$ cat src/rtl/vga_mode_sequencer_if.sv
// Signal bundle between the TT pins / VGA timing generator and the mode sequencer.
// The bench or top level uses the master side; the sequencer uses the slave side.
interface vga_mode_sequencer_if #(
  parameter int unsigned MODE_W = 2
) ();
  logic              btn_next;
  logic              auto_en;
  logic              frame_start;
  logic [MODE_W-1:0] mode_sel;
  logic              mode_update;
  logic              pending;

  modport master (
    output btn_next,
    output auto_en,
    output frame_start,
    input  mode_sel,
    input  mode_update,
    input  pending
  );

  modport slave (
    input  btn_next,
    input  auto_en,
    input  frame_start,
    output mode_sel,
    output mode_update,
    output pending
  );
endinterface

$ cat src/rtl/vga_mode_sequencer.sv
// Pattern-mode controller: debounced push-button and auto-cycle timer produce
// advance requests that are applied to mode_sel only at frame boundaries.
module vga_mode_sequencer #(
  parameter int unsigned NUM_MODES       = 4,
  parameter int unsigned MODE_W          = 2,
  parameter int unsigned DEBOUNCE_CYCLES = 50000,
  parameter int unsigned DB_W            = 16,
  parameter int unsigned AUTO_FRAMES     = 120
) (
  input  logic                    clk,
  input  logic                    rst_n,
  vga_mode_sequencer_if.slave     bus
);

  localparam logic [MODE_W-1:0] MODE_LAST = MODE_W'(NUM_MODES - 1);
  localparam logic [DB_W-1:0]   DB_LAST   = DB_W'(DEBOUNCE_CYCLES - 1);
  localparam logic [7:0]        FR_LAST   = 8'(AUTO_FRAMES - 1);

  typedef enum logic {
    IDLE  = 1'b0,
    ARMED = 1'b1
  } state_t;

  state_t            state_q, state_d;
  logic              sync1_q, sync1_d;
  logic              sync2_q, sync2_d;
  logic              db_level_q, db_level_d;
  logic              db_prev_q, db_prev_d;
  logic [DB_W-1:0]   db_cnt_q, db_cnt_d;
  logic [7:0]        frame_cnt_q, frame_cnt_d;
  logic [MODE_W-1:0] mode_sel_q, mode_sel_d;
  logic              mode_update_q, mode_update_d;

  logic btn_s;
  logic man_req;
  logic auto_req;
  logic req;
  logic advance;

  always_comb begin
    sync1_d       = bus.btn_next;
    sync2_d       = sync1_q;
    btn_s         = sync2_q;
    db_level_d    = db_level_q;
    db_cnt_d      = '0;
    db_prev_d     = db_level_q;
    state_d       = state_q;
    advance       = 1'b0;
    frame_cnt_d   = frame_cnt_q;
    mode_sel_d    = mode_sel_q;

    // Level flips only after DEBOUNCE_CYCLES consecutive disagreeing samples.
    if (btn_s != db_level_q) begin
      if (db_cnt_q == DB_LAST) begin
        db_level_d = btn_s;
      end else begin
        db_cnt_d = db_cnt_q + DB_W'(1);
      end
    end

    man_req  = db_level_q & ~db_prev_q;
    auto_req = bus.frame_start & bus.auto_en & (frame_cnt_q == FR_LAST);
    req      = man_req | auto_req;

    case (state_q)
      IDLE: begin
        if (req) begin
          if (bus.frame_start) advance = 1'b1;
          else                 state_d = ARMED;
        end
      end
      ARMED: begin
        if (bus.frame_start) begin
          advance = 1'b1;
          state_d = IDLE;
        end
      end
    endcase

    if (!bus.auto_en || advance) begin
      frame_cnt_d = '0;
    end else if (bus.frame_start) begin
      frame_cnt_d = frame_cnt_q + 8'd1;
    end

    if (advance) begin
      mode_sel_d = (mode_sel_q == MODE_LAST) ? '0 : mode_sel_q + MODE_W'(1);
    end
    mode_update_d = advance;
  end

  always_ff @(posedge clk or negedge rst_n) begin
    if (!rst_n) begin
      state_q       <= IDLE;
      sync1_q       <= 1'b0;
      sync2_q       <= 1'b0;
      db_level_q    <= 1'b0;
      db_prev_q     <= 1'b0;
      db_cnt_q      <= '0;
      frame_cnt_q   <= '0;
      mode_sel_q    <= '0;
      mode_update_q <= 1'b0;
    end else begin
      state_q       <= state_d;
      sync1_q       <= sync1_d;
      sync2_q       <= sync2_d;
      db_level_q    <= db_level_d;
      db_prev_q     <= db_prev_d;
      db_cnt_q      <= db_cnt_d;
      frame_cnt_q   <= frame_cnt_d;
      mode_sel_q    <= mode_sel_d;
      mode_update_q <= mode_update_d;
    end
  end

  assign bus.mode_sel    = mode_sel_q;
  assign bus.mode_update = mode_update_q;
  assign bus.pending     = (state_q == ARMED);

endmodule

$ cat src/flat_wrapper.sv
// flat-port wrapper written by rule: the top's interface ports become plain ports
module vga_mode_sequencer_flat 
#(
  parameter int unsigned NUM_MODES       = 4,
  parameter int unsigned MODE_W          = 2,
  parameter int unsigned DEBOUNCE_CYCLES = 50000,
  parameter int unsigned DB_W            = 16,
  parameter int unsigned AUTO_FRAMES     = 120
)
  (clk, rst_n, bus_btn_next, bus_auto_en, bus_frame_start, bus_mode_sel, bus_mode_update, bus_pending);
  vga_mode_sequencer_if #(.MODE_W(MODE_W)) bus_i ();
  input  logic clk;
  input  logic rst_n;
  input wire logic [$bits(bus_i.btn_next)-1:0] bus_btn_next;
  input wire logic [$bits(bus_i.auto_en)-1:0] bus_auto_en;
  input wire logic [$bits(bus_i.frame_start)-1:0] bus_frame_start;
  output wire logic [$bits(bus_i.mode_sel)-1:0] bus_mode_sel;
  output wire logic [$bits(bus_i.mode_update)-1:0] bus_mode_update;
  output wire logic [$bits(bus_i.pending)-1:0] bus_pending;
  assign bus_i.btn_next = bus_btn_next;
  assign bus_i.auto_en = bus_auto_en;
  assign bus_i.frame_start = bus_frame_start;
  assign bus_mode_sel = bus_i.mode_sel;
  assign bus_mode_update = bus_i.mode_update;
  assign bus_pending = bus_i.pending;
  vga_mode_sequencer #(.NUM_MODES(NUM_MODES), .MODE_W(MODE_W), .DEBOUNCE_CYCLES(DEBOUNCE_CYCLES), .DB_W(DB_W), .AUTO_FRAMES(AUTO_FRAMES)) u_core (.clk(clk), .rst_n(rst_n), .bus(bus_i));
endmodule
$ cat config.mk
export PLATFORM = sky130hd
export DESIGN_NAME = vga_mode_sequencer_flat
export DESIGN_NICKNAME = d
export VERILOG_FILES = /design/src/rtl/vga_mode_sequencer_if.sv /design/src/rtl/vga_mode_sequencer.sv /design/src/flat_wrapper.sv
export SDC_FILE = /design/constraint.sdc
export NUM_CORES = 1
export LEC_CHECK = 0
export CAP_MARGIN = 5
export CELL_PAD_IN_SITES_DETAIL_PLACEMENT = 1
export CELL_PAD_IN_SITES_GLOBAL_PLACEMENT = 2
export CORE_MARGIN = 3
export CORE_UTILIZATION = 35
export CTS_CLUSTER_SIZE = 28
export DETAILED_ROUTE_END_ITERATION = 7
export GPL_ROUTABILITY_DRIVEN = 0
export PLACE_DENSITY_LB_ADDON = 0.2
export SYNTH_ARGS = -nofsm -noshare
export SYNTH_HDL_FRONTEND = slang
export SYNTH_SLANG_ARGS = --single-unit
export TNS_END_PERCENT = 5
$ cat constraint.sdc
create_clock -name clk -period 1.6 [get_ports clk]
set_input_delay 0.32 -clock clk [delete_from_list [all_inputs] [get_ports clk]]
set_output_delay 0.32 -clock clk [all_outputs]
set_load 0.01 [all_outputs]
Word level (Yosys, flattened, before mapping)
Index checks and enable logic that the tools add are counted.
- $add $sub $neg: 3
- multipliers: 0
- divide/modulo/power cells: 0
- order comparisons: 0
- equality and inequality tests: 4
- shift-type cells: 0
- mux-type cells: 11
- bitwise logic cells: 6
- reductions and logical operators: 4
- operator list (kind ; number):
    two-way mux 16 bit ; 2
    adder 16 x 1 -> 16 bit (second input constant) ; 1
    == test 16 bit (second input constant) ; 1
    two-way mux 8 bit ; 2
    adder 8 x 1 -> 8 bit (second input constant) ; 1
    == test 8 x 7 -> 1 bit (second input constant) ; 1
    two-way mux 1 bit ; 4
    one-hot mux 1 bit (2 select lines) ; 2
    AND 1 bit ; 3
    adder 2 x 1 -> 2 bit (second input constant) ; 1
    == test 2 bit (second input constant) ; 1
    two-way mux 2 bit ; 1
    NOT 1 bit ; 2
    AND reduction 2 bit ; 1
    nonzero test 2 bit ; 1
    logical NOT 1 bit ; 1
    logical OR 1 bit ; 1
    != test 1 bit ; 1
    OR 1 bit ; 1
- register bits: 32
- bits in latches: 0
- memory bits (writable): 0
- ROM bits: 0
- bits of input ports: 5
- output and inout port bits: 4
- word-level logic and storage cells: 37
- memories: 0

Depth between registers and ports, before layout
Gate-level depths: netlist of the first run.
- depth after elaboration: 7
- depth in mapped cells: 6

Worst setup path after synthesis of the first run
Ideal clock, no wire load.
- kind: flip-flop to flip-flop
- start point: reg u_core.frame_cnt_q[0]
- end point: reg u_core.frame_cnt_q[3]
- data arrival time: 1.475 ns
- setup slack: 0.000 ns
- stages on the path, launching flop included: 6
- clock period less this slack: 1.600 ns
- path through: dfrtp_1 ha_1 nand4_1 or4b_4 a21boi_4 nor3b_1
- longest elaborated chain between the ends: 7
- ends and longest elaborated chain (item ; RTL line ; RTL):
    start, declared ; vga_mode_sequencer.sv:30 ; logic [7:0] frame_cnt_q, frame_cnt_d;
    start signal, assigned ; vga_mode_sequencer.sv:110 ; frame_cnt_q <= frame_cnt_d;
    == test 8 x 7 -> 1 bit ; vga_mode_sequencer.sv:62 ; auto_req = bus.frame_start & bus.auto_en & (frame_cnt_q == FR_LAST);
    AND 1 bit ; vga_mode_sequencer.sv:62 ;
    OR 1 bit ; vga_mode_sequencer.sv:63 ; req = man_req | auto_req;
    two-way mux 1 bit ; vga_mode_sequencer.sv:67 ; if (req) begin
    one-hot mux 1 bit (2 select lines) ; vga_mode_sequencer.sv:65 ; case (state_q)
    logical OR 1 bit ; vga_mode_sequencer.sv:80 ; if (!bus.auto_en || advance) begin
    two-way mux 8 bit or nonzero test 2 bit (tied branches) ; -- ;
Parallel ways exist; a longest one is shown, timed or not. The select of a mux whose other input is x is not followed.
A chain may end at the register's enable or synchronous reset.

Worst setup path after layout of the first run
- start point: reg u_core.frame_cnt_q[1]
- end point: reg u_core.frame_cnt_q[4]
The elaborated chain is that of the path after synthesis.

==> impl_results.md, run 1 <==
* Yosys warnings at 0
* Count of non-filler cells in the finished layout at 226
* Total wirelength of the detailed-routed design at about 3500 um
* Vias in the first global route at 1381
* Arrival time at the worst endpoint at 1.84 ns
* Instance count on the critical path at 5
* Clock share of power at 0.447
* Hold violation total from the final report at 0
* Maximum clock insertion buffer count at 2
* Sum of negative setup slack at -0.442 ns
* Reported leakage power at 0.000841 uW
* Share of async-settable or async-resettable flops after synthesis at 1.00
* Final worst-path cycle share at 1.04
* Mean instance size in the synthesized netlist at 10.8 um2
* Routing usage on met2 at 0.273
* Pin count of the biggest net entering global routing at 33
* Unrepaired setup endpoints after global routing: yes
* Via count normalized by instance count at 5.33
* Worst r2r path cells at 5
* Placed wire-length estimate at approximately 2500 um
* Number of fillers in the final layout at 444
* MaxCap Viol Count at 0
* Min cycle time layout at ~1.7 ns
* Number of optimization iterations in the first detailed-route pass at 4
* WHS Path Cells at 0
* Count of routing violations after the opening detailed-route iteration at 33
* Final setup fails at 7
* Initial antenna violation count at 0
* Routed via count at roughly 1200
* Cell area reported after detailed placement at 0.00183 mm2
* Sequential cell area at 802 um2
* Number of buffers inserted during clock tree synthesis at 5
* Setup repair bufs after CTS at 0
* Leading register cell type out of synthesis: sky130_fd_sc_hd__dfrtp_1
* Number of top-level pins at 9
* Sequential fraction of the synthesis area at 0.506
* Slew Limit Fails at 0
* Clock skew after layout at around 0.0048 ns
* Yosys reg bits at 32
* Worst hold-check slack at 0.352 ns
* Critical-path maximum fanout at 5
* Global routing's busiest layer: met2
* Result of the run: complete, but fails checks
* Cell with the largest stage delay on the worst path: sky130_fd_sc_hd__or4b_4
* Kind of path behind the tightest hold check: flop to flop
* Element type at the critical path end: flop
* Number of rows created at floorplan at 23
* Maximum achievable frequency at 599 MHz
* CTS tree: built
* Part of the total power dissipated in sequential elements at 0.485
* Core utilization of the finished layout at 0.474
* Delay of the slowest cell on the worst path at ~0.55 ns
* Htree depth at 2
* Cell-internal power at 1350 uW
* Violated checks: negative setup slack
* Routed wire per std cell at 15.6 um
* Area growth from synthesis to layout at 25.1%
* Net count after synthesis at around 160
* Clock Pin Slew Worst Setup and Hold Paths at 0.07 ns
* Post-synth EDFFs at 0
* Net count of the finished layout at 183
* Met1 layer usage reported by global route at 0.169
* Port Buffers at 8
* Critical path startpoint category: flop
* Total of hold buffers inserted after clock tree synthesis at 0
* Area used by multi-input combinational logic at 779 um2
* Clock latency of the later-clocked register in the worst-skew pair at 0.28 ns
* Number of buffers and inverters on the critical path at 0
* Critical path required time at about 1.8 ns
* Fraction of power spent switching nets at 0.223
* List of cells traversed by the critical path: ha_2 -> nand4_1 -> or4b_4 -> a21boi_4 -> nor3b_1
* Overall global routing resource usage at 0.152
* Syn Inst Count at roughly 150
* CTS sink count at 32
* VDD IR-drop max at 0.732 mV
* Proportion of power drawn by combinational gates at 0.069
* Core box area at 0.00417 mm2
* Root buffer cell: sky130_fd_sc_hd__clkbuf_8
* Wire length of the first global-routing pass at 6270 um
* Count of placed standard cells including taps at 218
* Starting density of the core at 0.379
* Cell family contributing the most delay on the critical path: simple AND/OR/NAND/NOR gates
* Type of the worst setup path: flop to flop
* Power dissipated by switching net loads at 387 uW
* Share of final-layout standard cells stronger than drive strength 1 at 0.227
* Rel. slew slack at 0.704
* Number of antenna repair diodes at 0
* Distinct cell type count of the synthesized netlist at 36
* Summed area of non-filler cells in the final layout at 0.00198 mm2
* Remaining number of nets flagged by the antenna check after routing at 0
* Die outline area at ~0.0054 mm2
* Most common cell after layout, fill and taps aside: sky130_fd_sc_hd__dfrtp_1
* Die span in x at 73.2 um
* Total power divided by cell area at 875 mW/mm2
* Reg2reg setup slack at -0.07 ns
* Measured slew at the worst slew-check pin at 0.442 ns
* Global-route met3 utilization at 0.0358
* DRC violations left at 0
* Most used cells in the layout excluding fill and tap cells: 31 x sky130_fd_sc_hd__dfrtp_1, 18 x sky130_fd_sc_hd__nor2_1, 16 x sky130_fd_sc_hd__buf_4
* Total overflow reported by the global router at 0
* Post-synth design cell area at about 0.0016 mm2
* Die outline height at 73.2 um
* Final worst-path setup slack at -0.0701 ns
-- flip-flops by register name, summed over array words and instances (netlist names) --
name and flops:
u_core.bus.pending 1, u_core.db_prev_q 1, u_core.bus.mode_update 1, u_core.db_cnt_q 16, u_core.db_level_q 1, u_core.sync1_q 1
u_core.btn_s 1, u_core.bus.mode_sel 2, u_core.frame_cnt_q 8
-- metrics by stage --
step | worst slack, ns | total power, uW
2_1_floorplan | 0.0148 | 900
3_3_place_gp | -0.0854 | 967
3_5_place_dp | -0.118 | 972
6_report | -0.0701 | 1730
4_1_cts | -0.0782 | 1760
5_1_grt | -0.157 | 1820
-- power groups by stage --
stage          sequential, uW  clock, uW  combinational [uW]
2_1_floorplan             857          0                42.9
3_3_place_gp              854          0                 113
3_5_place_dp              855          0                 117
4_1_cts                   840        800                 120
5_1_grt                   842        844                 133
6_report                  840        774                 119
-- path summary, 6_finish.rpt --
check	startpoint	endpoint
min in group asynchronous	rst_n	u_core.frame_cnt_q[2]
min reg2reg	u_core.sync1_q	u_core.btn_s
min	u_core.sync1_q	u_core.btn_s
max	u_core.frame_cnt_q[1]	u_core.frame_cnt_q[4]
max reg2reg	u_core.frame_cnt_q[1]	u_core.frame_cnt_q[4]
max in group asynchronous	rst_n	u_core.db_cnt_q[10]
-- routing by layer --
layer,vias to the layer above,wire length [um]
met4,0,80
met5,-,0
met2,14,1840
met1,607,1500
li1,574,-
met3,10,103
-- cells in the mapped netlist, types with 2 or more instances --
cell,count,share of area
sky130_fd_sc_hd__mux2_2,3,0.021
sky130_fd_sc_hd__o31ai_1,2,0.0095
sky130_fd_sc_hd__nor4bb_1,2,0.013
sky130_fd_sc_hd__nor3_1,4,0.013
sky130_fd_sc_hd__nand4_1,9,0.036
sky130_fd_sc_hd__dfrtp_1,32,0.51
sky130_fd_sc_hd__nand4b_1,2,0.011
sky130_fd_sc_hd__xor2_1,5,0.028
sky130_fd_sc_hd__nand2_1,6,0.014
sky130_fd_sc_hd__ha_1,3,0.024
sky130_fd_sc_hd__inv_1,5,0.012
sky130_fd_sc_hd__nor4_1,5,0.020
sky130_fd_sc_hd__nor3b_1,5,0.024
sky130_fd_sc_hd__and3_1,2,0.0079
sky130_fd_sc_hd__a21boi_0,3,0.014
sky130_fd_sc_hd__nand2b_1,3,0.012
sky130_fd_sc_hd__nor2_1,19,0.045
sky130_fd_sc_hd__nand3_1,6,0.019
sky130_fd_sc_hd__xnor2_1,14,0.077
-- cells by family (layout without fill, tap and decap cells) --
kind of cell,Yosys count,in the layout,share of synthesized area
muxes,3,3,0.0213
DFF,32,32,0.506
AOI/OAI and AO/OA,8,8,0.0419
and+or+nand+nor,74,74,0.280
adders and majority gates,3,3,0.0237
buffers and inverters,8,37,0.0221
xor gates and xnor gates,19,19,0.105
-- layout make-up --
class | count | share of cell area
flip-flops and latches | 32 | 0.405
multi-input cells | 107 | 0.394
repair buffers | 24 | 0.104
clock buffers | 5 | 0.0348
well taps | 50 | 0.0316
clock inverters | 3 | 0.0215
inverters | 5 | 0.00948
-- repair_timing --
action	in CTS	in global routing
gates resized for setup	1	11
pin swaps	2	5
setup endpoints to repair	7	14
Note: power is estimated with default switching activity, not from simulation.
==> inputs of run 2 (changes only) <==
--- a/config.mk
+++ b/config.mk
@@ -5,13 +5,13 @@
 export SDC_FILE = /design/constraint.sdc
 export NUM_CORES = 1
 export LEC_CHECK = 0
-export CAP_MARGIN = 5
 export CELL_PAD_IN_SITES_DETAIL_PLACEMENT = 1
 export CELL_PAD_IN_SITES_GLOBAL_PLACEMENT = 2
 export CORE_MARGIN = 3
-export CORE_UTILIZATION = 35
+export CORE_UTILIZATION = 37
 export CTS_CLUSTER_SIZE = 28
 export DETAILED_ROUTE_END_ITERATION = 7
+export DONT_BUFFER_PORTS = 1
 export GPL_ROUTABILITY_DRIVEN = 0
 export PLACE_DENSITY_LB_ADDON = 0.2
 export SYNTH_ARGS = -nofsm -noshare
==> run 2 against run 1 <==
Compared with the run above:
- the flow still finishes with violations (negative setup slack)
- global-route usage down 0.067 points
- maximum frequency up 2.7%
- flip-flop and latch count unchanged
- largest cell class unchanged
- highest routed layer unchanged
==> impl_results.md, run 2 (synthesis gave the netlist of run 1 again) <==
* Net count of the finished layout at 175 (was 183)
* VDD IR-drop max at 0.515 mV (was 0.732 mV)
* Root buffer cell: sky130_fd_sc_hd__clkbuf_8 (unchanged)
* Die span in x at 71.4 um (was 73.2 um)
* Most common cell after layout, fill and taps aside: sky130_fd_sc_hd__dfrtp_1 (unchanged)
* Final worst-path setup slack at -0.0260 ns (was -0.0701 ns)
* Final worst-path cycle share at 1.02 (was 1.04)
* Clock latency of the later-clocked register in the worst-skew pair at 0.28 ns (about the same)
* Part of the total power dissipated in sequential elements at 0.498 (was 0.485)
* CTS tree: built (unchanged)
* Unrepaired setup endpoints after global routing: yes (unchanged)
* Overall global routing resource usage at 0.152 (about the same)
* Fraction of power spent switching nets at 0.211 (was 0.223)
* Critical path required time at 1.76 ns (was 1.77 ns)
* Routed wire per std cell at 15.8 um (was 15.6 um)
* Cell area reported after detailed placement at 0.00174 mm2 (was 0.00183 mm2)
* Kind of path behind the tightest hold check: input port to flop (was flop to flop)
* Critical path startpoint category: flop (unchanged)
* Area growth from synthesis to layout at 19.2% (was 25.1%)
* Number of rows created at floorplan at 23 (unchanged)
* Summed area of non-filler cells in the final layout at 0.00189 mm2 (was 0.00198 mm2)
* Die outline height at 71.4 um (was 73.2 um)
* Critical-path maximum fanout at 5 (unchanged)
* Htree depth at 2 (unchanged)
* Min cycle time layout at 1.63 ns (was 1.67 ns)
* Total power divided by cell area at 895 mW/mm2 (was 875 mW/mm2)
* Die outline area at 0.00510 mm2 (was 0.00536 mm2)
* Element type at the critical path end: flop (unchanged)
* Clock share of power at 0.448 (was 0.447)
* Share of final-layout standard cells stronger than drive strength 1 at 0.202 (was 0.227)
* Clock Pin Slew Worst Setup and Hold Paths at 0.07 ns (about the same)
* Vias in the first global route at 1254 (was 1381)
* Max FFs per register at 16 (unchanged)
* Measured slew at the worst slew-check pin at 0.472 ns (was 0.442 ns)
* Starting density of the core at 0.390 (was 0.379)
* Via count normalized by instance count at 5.31 (was 5.33)
* Proportion of power drawn by combinational gates at 0.054 (was 0.069)
* Count of placed standard cells including taps at 208 (was 218)
* Clock skew after layout at 0.00739 ns (was 0.00475 ns)
* Number of optimization iterations in the first detailed-route pass at 4 (unchanged)
* Remaining number of nets flagged by the antenna check after routing at 0 (unchanged)
* Type of the worst setup path: flop to flop (unchanged)
* Placed wire-length estimate at 2520 um (about the same)
* Maximum clock insertion buffer count at 2 (unchanged)
* Routed via count at 1157 (was 1205)
* Most used cells in the layout excluding fill and tap cells: 32 x sky130_fd_sc_hd__dfrtp_1, 19 x sky130_fd_sc_hd__nor2_1, 14 x sky130_fd_sc_hd__xnor2_1, 14 x sky130_fd_sc_hd__buf_4, 9 x sky130_fd_sc_hd__nand4_1 (was 31 x sky130_fd_sc_hd__dfrtp_1, 18 x sky130_fd_sc_hd__nor2_1, 16 x sky130_fd_sc_hd__buf_4)
* Number of buffers inserted during clock tree synthesis at 5 (unchanged)
* Core box area at 0.00406 mm2 (was 0.00417 mm2)
* DRC violations left at 0 (unchanged)
* Result of the run: complete, but fails checks (unchanged)
* CTS sink count at 32 (unchanged)
* Reported leakage power at 0.000781 uW (was 0.000841 uW)
* Pin count of the biggest net entering global routing at 33 (unchanged)
* Final setup fails at 5 (was 7)
* Violated checks: negative setup slack (unchanged)
* Rel. slew slack at 0.684 (was 0.704)
* MaxCap Viol Count at 0 (unchanged)
* Number of top-level pins at 9 (unchanged)
* Number of antenna repair diodes at 0 (unchanged)
* Cell-internal power at 1330 uW (was 1350 uW)
* Wire length of the first global-routing pass at 5980 um (was 6270 um)
* Number of fillers in the final layout at 427 (was 444)
* Total wirelength of the detailed-routed design at 3440 um (was 3520 um)
* Port Buffers at 0 (was 8)
* Register ranked first by flip-flop count: u_core.db_cnt_q (unchanged)
* Count of non-filler cells in the finished layout at 218 (was 226)
* Slew Limit Fails at 0 (unchanged)
* Hold violation total from the final report at 0 (unchanged)
* Initial antenna violation count at 0 (unchanged)
* Power dissipated by switching net loads at 357 uW (was 387 uW)
* Total overflow reported by the global router at 0 (unchanged)
* Count of routing violations after the opening detailed-route iteration at 41 (was 33)
* Arrival time at the worst endpoint at 1.78 ns (was 1.84 ns)
* Maximum achievable frequency at 615 MHz (was 599 MHz)
[run 2: routing by layer]
layer,global-route usage,up-vias,wire [um]
met5,0,-,0
li1,-,555,-
met4,0.0564,0,44
met2,0.249,11,1650
met3,0.0435,5,102
met1,0.190,586,1640
[run 2: final timing paths]
kind	startpoint	end	slack [ns]	depth (start not counted)
worst max-delay path	u_core.frame_cnt_q[0]	u_core.frame_cnt_q[7]	-0.03	5
worst min-delay path	bus_btn_next	u_core.sync1_q	0.07	0
worst max register to register	u_core.frame_cnt_q[0]	u_core.frame_cnt_q[7]	-0.03	5
worst min register to register	u_core.sync1_q	u_core.btn_s	0.35	0
max in group asynchronous	rst_n	u_core.db_cnt_q[13]	0.94	2
min in group asynchronous	rst_n	u_core.frame_cnt_q[5]	0.48	2
[run 2: worst max-delay path, cell delays in order (launching register included)]
cell                       delay [ns]
sky130_fd_sc_hd__dfrtp_1         0.36
sky130_fd_sc_hd__ha_2            0.19
sky130_fd_sc_hd__nand4_1         0.10
sky130_fd_sc_hd__or4b_4          0.54
sky130_fd_sc_hd__a21boi_4        0.22
sky130_fd_sc_hd__nor3b_1         0.09
[run 2: layout make-up]
cell class / instances / area (um2) / share of cell area
flip-flops and latches: 32 / 801 / 0.424
multi-input cells: 107 / 762 / 0.404
clock inverters: 2 / 35.0 / 0.0186
clock buffers: 6 / 72.6 / 0.0385
inverters: 5 / 18.8 / 0.00995
well taps: 50 / 62.6 / 0.0332
repair buffers: 16 / 135 / 0.0716
[run 2: power groups by stage]
stage / Clock [uW] / Sequential (uW) / Combinational [uW]
4_1_cts: 779 / 842 / 95.8
6_report: 756 / 842 / 91.5
5_1_grt: 823 / 843 / 103
2_1_floorplan: 0 / 857 / 42.9
3_3_place_gp: 0 / 855 / 64.8
3_5_place_dp: 0 / 857 / 70.5
[run 2: timing repair]
action                                 4_1_cts  5_1_grt
hold buffers                                 2        0
gates resized for setup                      0        2
setup buffers                                0        0
endpoints found under the hold margin       32        0
pin swaps                                    1        0
setup endpoints to repair                    5       11
[run 2: metrics by stage]
stage | util | hold WS, ns | power (uW) | setup WS, ns | TNS, ns
final | 0.465 | 0.0677 | 1690 | -0.0260 | -0.0679
after global routing | 0.465 | 0.0439 | 1770 | -0.106 | -0.766
after CTS | 0.462 | 0.0553 | 1720 | -0.0332 | -0.0912
after detailed placement | 0.428 | 0.0261 | 928 | -0.0238 | -0.0928
after global placement | 0.428 | 0.0255 | 920 | 0.0584 | 0
after floorplan | - | 0.0244 | 900 | 0.0148 | 0
